===== config.mk =====
export PLATFORM = sky130hd
export DESIGN_NAME = tx_frame_scheduler
export DESIGN_NICKNAME = d
export VERILOG_FILES = /design/src/rtl/tx_frame_scheduler.sv
export SDC_FILE = /design/constraint.sdc
export NUM_CORES = 1
export LEC_CHECK = 0
export CORE_MARGIN = 2
export CORE_UTILIZATION = 40
export DETAILED_ROUTE_END_ITERATION = 8
export PLACE_DENSITY = 0.78
export SETUP_SLACK_MARGIN = 0.4
export SKIP_CTS_REPAIR_TIMING = 1
export SLEW_MARGIN = 20
export SYNTH_ARGS = -nofsm -noshare
export SYNTH_HDL_FRONTEND = slang
export SYNTH_SLANG_ARGS = --single-unit

===== constraint.sdc =====
create_clock -name s_axi_aclk -period 3.4 [get_ports s_axi_aclk]
set_clock_uncertainty 0.15 [all_clocks]
set_input_delay 0.85 -clock s_axi_aclk [delete_from_list [all_inputs] [get_ports s_axi_aclk]]
set_output_delay 0.85 -clock s_axi_aclk [all_outputs]
set_load 0.01 [all_outputs]

===== src/rtl/tx_frame_scheduler.sv =====
// tx_frame_scheduler
//
// Sequences the external PRBS generator into AXI-Stream frames. The block
// seeds the generator (o_prbs_load) and then steps it one word at a time
// (o_prbs_advance). Each word is captured into a single output register
// that obeys AXI-Stream hold rules under backpressure.
//
// Ports
//   s_axi_aclk, s_axi_aresetn   clock, asynchronous active-low reset
//   i_start / i_abort           single-cycle run control pulses
//   i_frame_len                 words per frame (0 makes i_start a no-op)
//   i_gap_len                   idle cycles between frames
//   i_num_frames                frames per run (0 = run until abort)
//   i_seed                      generator seed; the generator samples it
//                               itself when o_prbs_load is high
//   o_prbs_load, o_prbs_advance generator control
//   i_prbs_data                 current generator word
//   m_axis_*                    framed output stream (sof/tlast markers)
//   o_busy, o_done              run status; o_done pulses once per run end
//   o_frames_sent               tlast handshakes in the current/last run
module tx_frame_scheduler #(
  parameter int C_LEN_WIDTH = 16,
  parameter int C_GAP_WIDTH = 8,
  parameter int C_CNT_WIDTH = 16
) (
  input  logic                   s_axi_aclk,
  input  logic                   s_axi_aresetn,
  input  logic                   i_start,
  input  logic                   i_abort,
  input  logic [C_LEN_WIDTH-1:0] i_frame_len,
  input  logic [C_GAP_WIDTH-1:0] i_gap_len,
  input  logic [C_CNT_WIDTH-1:0] i_num_frames,
  input  logic [31:0]            i_seed,
  output logic                   o_prbs_load,
  output logic                   o_prbs_advance,
  input  logic [31:0]            i_prbs_data,
  input  logic                   m_axis_tready,
  output logic                   m_axis_tvalid,
  output logic                   m_axis_sof,
  output logic                   m_axis_tlast,
  output logic [31:0]            m_axis_tdata,
  output logic                   o_busy,
  output logic                   o_done,
  output logic [C_CNT_WIDTH-1:0] o_frames_sent
);

  typedef enum logic [2:0] {
    ST_IDLE,
    ST_LOAD,
    ST_SEND,
    ST_GAP,
    ST_DRAIN
  } state_t;

  state_t                 state_q, state_d;
  logic [C_LEN_WIDTH-1:0] len_q, len_d;
  logic [C_LEN_WIDTH-1:0] wcnt_q, wcnt_d;
  logic [C_GAP_WIDTH-1:0] gap_q, gap_d;
  logic [C_GAP_WIDTH-1:0] gcnt_q, gcnt_d;
  logic [C_CNT_WIDTH-1:0] num_q, num_d;
  logic [C_CNT_WIDTH-1:0] floaded_q, floaded_d;
  logic [C_CNT_WIDTH-1:0] fsent_q, fsent_d;
  logic [C_CNT_WIDTH-1:0] floaded_inc;
  logic                   tvalid_q, tvalid_d;
  logic                   sof_q, sof_d;
  logic                   tlast_q, tlast_d;
  logic [31:0]            tdata_q, tdata_d;
  logic                   done_q, done_d;
  logic                   slot_free;
  logic                   word_is_last;
  logic                   load_c;
  logic                   adv_c;

  always_ff @(posedge s_axi_aclk or negedge s_axi_aresetn) begin
    if (!s_axi_aresetn) begin
      state_q   <= ST_IDLE;
      len_q     <= '0;
      wcnt_q    <= '0;
      gap_q     <= '0;
      gcnt_q    <= '0;
      num_q     <= '0;
      floaded_q <= '0;
      fsent_q   <= '0;
      tvalid_q  <= 1'b0;
      sof_q     <= 1'b0;
      tlast_q   <= 1'b0;
      tdata_q   <= '0;
      done_q    <= 1'b0;
    end else begin
      state_q   <= state_d;
      len_q     <= len_d;
      wcnt_q    <= wcnt_d;
      gap_q     <= gap_d;
      gcnt_q    <= gcnt_d;
      num_q     <= num_d;
      floaded_q <= floaded_d;
      fsent_q   <= fsent_d;
      tvalid_q  <= tvalid_d;
      sof_q     <= sof_d;
      tlast_q   <= tlast_d;
      tdata_q   <= tdata_d;
      done_q    <= done_d;
    end
  end

  // The output register may take a new word only when it is empty or its
  // current word is being accepted this cycle.
  assign slot_free    = !tvalid_q || m_axis_tready;
  assign word_is_last = (wcnt_q == len_q - 1'b1);
  assign floaded_inc  = floaded_q + 1'b1;

  always_comb begin
    state_d   = state_q;
    len_d     = len_q;
    wcnt_d    = wcnt_q;
    gap_d     = gap_q;
    gcnt_d    = gcnt_q;
    num_d     = num_q;
    floaded_d = floaded_q;
    fsent_d   = fsent_q;
    tvalid_d  = tvalid_q;
    sof_d     = sof_q;
    tlast_d   = tlast_q;
    tdata_d   = tdata_q;
    done_d    = 1'b0;
    load_c    = 1'b0;
    adv_c     = 1'b0;

    if (tvalid_q && m_axis_tready && tlast_q) begin
      fsent_d = fsent_q + 1'b1;
    end

    // An accepted or empty slot becomes empty unless a load below refills it.
    if (slot_free) begin
      tvalid_d = 1'b0;
    end

    case (state_q)
      ST_IDLE: begin
        if (i_start && !i_abort && (i_frame_len != '0)) begin
          len_d     = i_frame_len;
          gap_d     = i_gap_len;
          num_d     = i_num_frames;
          wcnt_d    = '0;
          gcnt_d    = '0;
          floaded_d = '0;
          fsent_d   = '0;
          state_d   = ST_LOAD;
        end
      end

      ST_LOAD: begin
        load_c  = 1'b1;
        state_d = i_abort ? ST_DRAIN : ST_SEND;
      end

      ST_SEND: begin
        // Abort takes priority over a load so that a partial frame stops
        // immediately; the word already held is still delivered in DRAIN.
        if (i_abort) begin
          state_d = ST_DRAIN;
        end else if (slot_free) begin
          adv_c    = 1'b1;
          tvalid_d = 1'b1;
          tdata_d  = i_prbs_data;
          sof_d    = (wcnt_q == '0);
          tlast_d  = word_is_last;
          if (word_is_last) begin
            wcnt_d    = '0;
            floaded_d = floaded_inc;
            if ((num_q != '0) && (floaded_inc == num_q)) begin
              state_d = ST_DRAIN;
            end else if (gap_q != '0) begin
              gcnt_d  = '0;
              state_d = ST_GAP;
            end
          end else begin
            wcnt_d = wcnt_q + 1'b1;
          end
        end
      end

      ST_GAP: begin
        if (i_abort) begin
          state_d = ST_DRAIN;
        end else begin
          gcnt_d = gcnt_q + 1'b1;
          if (gcnt_q == gap_q - 1'b1) begin
            state_d = ST_SEND;
          end
        end
      end

      ST_DRAIN: begin
        if (slot_free) begin
          state_d = ST_IDLE;
          done_d  = 1'b1;
        end
      end

      default: begin
        state_d = ST_IDLE;
      end
    endcase
  end

  assign o_prbs_load    = load_c;
  assign o_prbs_advance = adv_c;
  assign m_axis_tvalid  = tvalid_q;
  assign m_axis_sof     = sof_q;
  assign m_axis_tlast   = tlast_q;
  assign m_axis_tdata   = tdata_q;
  assign o_busy         = (state_q != ST_IDLE);
  assign o_done         = done_q;
  assign o_frames_sent  = fsent_q;

endmodule


After elaboration in Yosys (flattened, before gate mapping)
Index checks and enable logic that the tools add are counted.
Cells by class
  equal/unequal tests: 19
  reductions and logical operators: 22
  bitwise logic cells: 1
  add/subtract/negate cells: 6
  muxes and demuxes: 40
Operators with widths (number)
  $mux W16: 10
  $pmux W16 S2: 2
  $mux W8: 7
  $add A16 B1 Y16 const B: 3
  $eq A16 B16 Y1: 2
  $reduce_bool A16 Y1: 2
  $mux W3: 10
  $pmux W8 S3: 1
  $logic_not A16 Y1: 1
  $ne A2 B2 Y1 const B: 8
  $sub A16 B1 Y16 const B: 1
  $pmux W3 S5: 1
  $mux W1: 9
  $ne A3 B3 Y1 const B: 3
  $add A8 B1 Y8 const B: 1
  $eq A8 B8 Y1: 1
  $reduce_and A8 Y1: 1
  $reduce_bool A8 Y1: 1
  $sub A8 B1 Y8 const B: 1
  $eq A3 B2 Y1 const B: 2
  $reduce_and A6 Y1: 1
  $reduce_bool A3 Y1: 2
  $logic_and A1 B1 Y1: 5
  $reduce_and A5 Y1: 1
  other kinds (11): 12
Word-level totals
  input bits: 109
  output and inout port bits: 55
  bits in registers: 135

Depth between registers and ports, before layout
  depth after elaboration: 8
  gate-level depth with buffers: 11
  depth with buffers taken out: 9

Least setup slack after synthesis
Ideal clock, no wire load.
  path type: reg2out
  start point: reg state_q[2]
  end point: out o_prbs_advance
  arrival: 2.027 ns
  stages on the path, launching flop included: 7
  path buffers: 3
  slack: 0.373 ns
  path through: dfrtp_1 or3b_2 clkbuf_1 or3_1 inv_1 clkbuf_1 buf_1
On the way
  cells in the longest elaborated chain, start to end: 2
Ends and longest elaborated chain
  from (decl): RTL line 55  | state_t state_q, state_d;
  from (signal assigned): RTL line 90  | state_q <= state_d;
  $eq A3 B2 Y1: RTL line 138  | case (state_q)
  $mux W1: RTL line 138
  to (decl): RTL line 35  | output logic o_prbs_advance,
No other way between the ends.

Worst setup path after layout
  start point: reg len_q[4]
  end point: reg floaded_q[3]
On the way
  cells in the longest elaborated chain, start to end: 4
Ends and longest elaborated chain
  from (decl): RTL line 56  | logic [C_LEN_WIDTH-1:0] len_q, len_d;
  from (signal assigned): RTL line 91  | len_q <= len_d;
  $sub A16 B1 Y16: RTL line 109  | assign word_is_last = (wcnt_q == len_q - 1'b1);
  $eq A16 B16 Y1: RTL line 109
  $ne A2 B2 Y1 (no source line)
  $reduce_and A5 Y1 (no source line)
  to (signal assigned): RTL line 96  | floaded_q <= floaded_d;
  to (decl): RTL line 61  | logic [C_CNT_WIDTH-1:0] floaded_q, floaded_d;
No other way between the ends.
A chain may end at the register's enable or synchronous reset.

==> flow_summary.json <==
{
  "cpPeakStageDelay_ns": 0.60,
  "status": "completed",
  "syn_nets": 987,
  "die_x_um": 140,
  "die_h_um": 140,
  "synth_flop_cell": "dfrtp_1",
  "initial_core_util_pct": 41.0,
  "period_needed_ns": 3.02,
  "viasPerCell": 5.45,
  "worstPathRequired_ns": 3.53,
  "syn2layout_area_growth_pct": 34.3,
  "antenna_found_initial": 0,
  "synthCells": 871,
  "drt-initial-drc-count": 641,
  "worstPathCellList": "or4_4 -> or4_4 -> a211oi_2 -> o211a_1 -> nand4_4 -> a21oi_4 -> buf_6 -> buf_12 -> a31oi_1",
  "nNetsFinal": 1129,
  "hold_violations": 0,
  "max_freq_ghz": 0.331,
  "drive_above_1_share_pct": 11.5,
  "multi_input_area_um2": 3900,
  "grt_max_degree": 60,
  "grt_pass1_wl_um": 32000,
  "min_path_type": "in2async",
  "syn_avg_cell_area_um2": 8.49,
  "grt_pass1_vias": 6666,
  "seq_area_frac_synth_pct": 45.7,
  "tritoncts": "built",
  "setup_ws_ns": 0.380,
  "synthArstFlopShare_pct": 100,
  "synth_top_area_share_pct": 45.7,
  "drtAntennaViolNets": 0,
  "path_max_fanout": 7,
  "drv_slew": 0,
  "power.density_nw_per_um2": 609,
  "critPathMostFrequentCell": "or4_4",
  "ys_seq_elements": 135,
  "finalSetupTns_ns": 0,
  "rows": 49,
  "synthDistinctLibCells": 60,
  "drc": 0,
  "synth_edf_count": 0,
  "cts.path.max_buffers": 2,
  "dp_slack_ns": -0.0394,
  "synth_top_cell_by_area": "dfrtp_1",
  "syn-cell-area_um2": 7390,
  "min_period_over_period_pct": 88.8,
  "dieArea_um2": 19600,
  "hpwl_um": 13700,
  "drt_pass1_iterations": 5,
  "path_class": "reg2reg",
  "portBuffers": 131,
  "num_vias": 6835,
  "clkTransAtPathRegs_ns": 0.06,
  "num_antenna_cells": 0,
  "cp_data_arrival_time_ns": 3.15,
  "startpoint_type": "flip-flop",
  "synthTopCellsByArea": "dfrtp_1 46%, nand2_1 13%, xnor2_1 4.5%",
  "grt_overflow": 0,
  "ir_drop_mv": 0.512,
  "boundaryPins": 164,
  "routed_wl_um": 20400,
  "tightestPinTransition_ns": 0.840,
  "numCtsBuffers": 17,
  "p_leak_nw": 4.49,
  "fill_cells": 1570,
  "cap_violations": 0,
  "final-setup-viol-count": 0,
  "endpoint_kind": "flip-flop",
  "gp_congestion": 0.892,
  "timing.hold.ws_ns": 0.222,
  "rsz0062_at_grt": "true",
  "htreeDepth": 4,
  "grt_use_total_pct": 19.9,
  "clk_latency_ns": 0.43,
  "timing.slew.headroom_pct": 43.7,
  "avgRoutedWirePerCell_um": 16.2,
  "coreArea_um2": 18000,
  "cts-root-buf": "clkbuf_16",
  "yosys_warnings": 0,
  "crit_slowest_cell": "or4_4",
  "cts.sinks": 135,
  "final-seq-area_um2": 3390
}
layout by cell type (no fill, tap or decap), types with 3 or more instances in the layout:
cell,count
nand3_1,22
clkbuf_16,19
a31oi_1,11
dfrtp_1,129
a211o_1,3
mux2_2,3
o211ai_1,7
bufinv_16,3
xnor2_1,38
nor4_1,19
nor4_2,3
clkdlybuf4s50_1,128
inv_1,16
and3_1,20
a21o_1,4
or2_2,3
nor2b_1,9
nand2_1,252
nand4_1,16
o21ai_0,30
a31oi_4,3
nor3_1,14
inv_6,3
buf_6,4
nor2_1,60
o21a_1,4
o2111ai_1,3
o21ai_1,3
nor3b_1,5
mux2i_1,6
xor2_1,35
a21oi_1,24
buf_4,34
or4_4,3
dfrtp_2,6
ha_1,6
nand2b_1,5
a21oi_2,3
and4_1,5
or3_1,10
per-layer routing:
layer | share of wire, % | global-route usage, %
met4 | 1.6 | 5.58
met5 | 0 | 0
met1 | 42 | 25.0
met2 | 50 | 33.5
met3 | 6.7 | 5.81
through the flow:
stage          total power [mW]  util, %  std cells  area, um2
3_3_place_gp               3.92     49.8       1205       8980
6_report                   6.04     55.1       1255       9920
4_1_cts                    5.92     53.2       1237       9590
5_1_grt                    6.35     55.1       1255       9920
3_5_place_dp               3.98     49.8       1205       8980
2_1_floorplan              3.18        -        871       7400
path summary, 6_finish.rpt:
check	cells past startpoint	slack, ns	startpoint	to
worst max-delay path	9	0.38	len_q[4]	floaded_q[3]
worst min-delay path	1	0.22	s_axi_aresetn	len_q[5]
worst max register to register	9	0.38	len_q[4]	floaded_q[3]
worst min register to register	2	0.32	m_axis_tdata[16]	m_axis_tdata[16]
max in group asynchronous	2	2.13	s_axi_aresetn	len_q[0]
min in group s_axi_aclk	2	0.32	m_axis_tdata[16]	m_axis_tdata[16]
flip-flops by register name, summed over array words and instances, names as in the netlist, named ones only:
signal / cells
m_axis_tdata: 32
floaded_q: 16
len_q: 16
num_q: 16
o_frames_sent: 16
wcnt_q: 16
gap_q: 8
gcnt_q: 8
state_q: 3
m_axis_sof: 1
m_axis_tlast: 1
o_done: 1
cells by family (layout without fill, tap and decap cells):
| kind of cell | count (synthesis) | in the layout | share of synthesized area [%] |
|---|---|---|---|
| flip-flops | 135 | 135 | 45.7 |
| multiplexers | 10 | 10 | 1.42 |
| AND/OR/NAND/NOR | 467 | 467 | 29.4 |
| adder cells (fa/ha/maj) | 7 | 7 | 1.18 |
| buffers and inverters | 66 | 221 | 3.79 |
| XOR/XNOR | 73 | 73 | 8.65 |
| AO/OA/AOI/OAI | 113 | 113 | 9.80 |
area by class of cell:
type                            count  share of cell area, %
Clock buffer                       19                   4.36
Clock inverter                     13                   1.71
Inverter                           17                  0.643
Multi-Input combinational cell    670                   39.3
Sequential cell                   135                   34.1
Tap cell                          229                   2.89
Timing Repair Buffer              172                   17.0
power by group:
part	internal (mW)	leakage [nW]	total, mW	switching [mW]
Sequential	1.96	1.76	2.30	0.341
Combinational	0.939	2.44	1.82	0.885
Clock	1.16	0.290	1.92	0.753
synth_stat cells, types with 2 or more instances:
master and instances:
and4_1 5, or3_1 11, or4b_2 2, a21o_1 4
and2_1 2, a31oi_1 14, xnor2_1 38, nand2b_1 5
o21a_1 4, o211a_1 2, a21oi_1 27, and3b_1 2
nor2_1 60, buf_6 4, xor2_1 35, nor3b_1 6
clkbuf_1 39, nand3_1 22, a211oi_1 3, o2111ai_1 3
or2_2 3, mux2i_1 6, dfrtp_1 135, or4_1 3
nor4_1 24, o211ai_1 7, buf_2 2, nand4_1 16
and3_1 20, mux2_2 3, inv_1 17, buf_1 4
o21ai_0 33, nand2_1 252, nor2b_1 9, nor3_1 16
nor4b_1 2, a211o_1 3, ha_1 7
critical path, delay by kind of cell, from the launching register on:
kind,cells,cell delay [ns]
AND/OR/NAND/NOR,3,1.26
AO/OA/AOI/OAI,4,0.74
flip-flops,1,0.42
buffers and inverters,2,0.29
(Power assumes the default switching activity.)
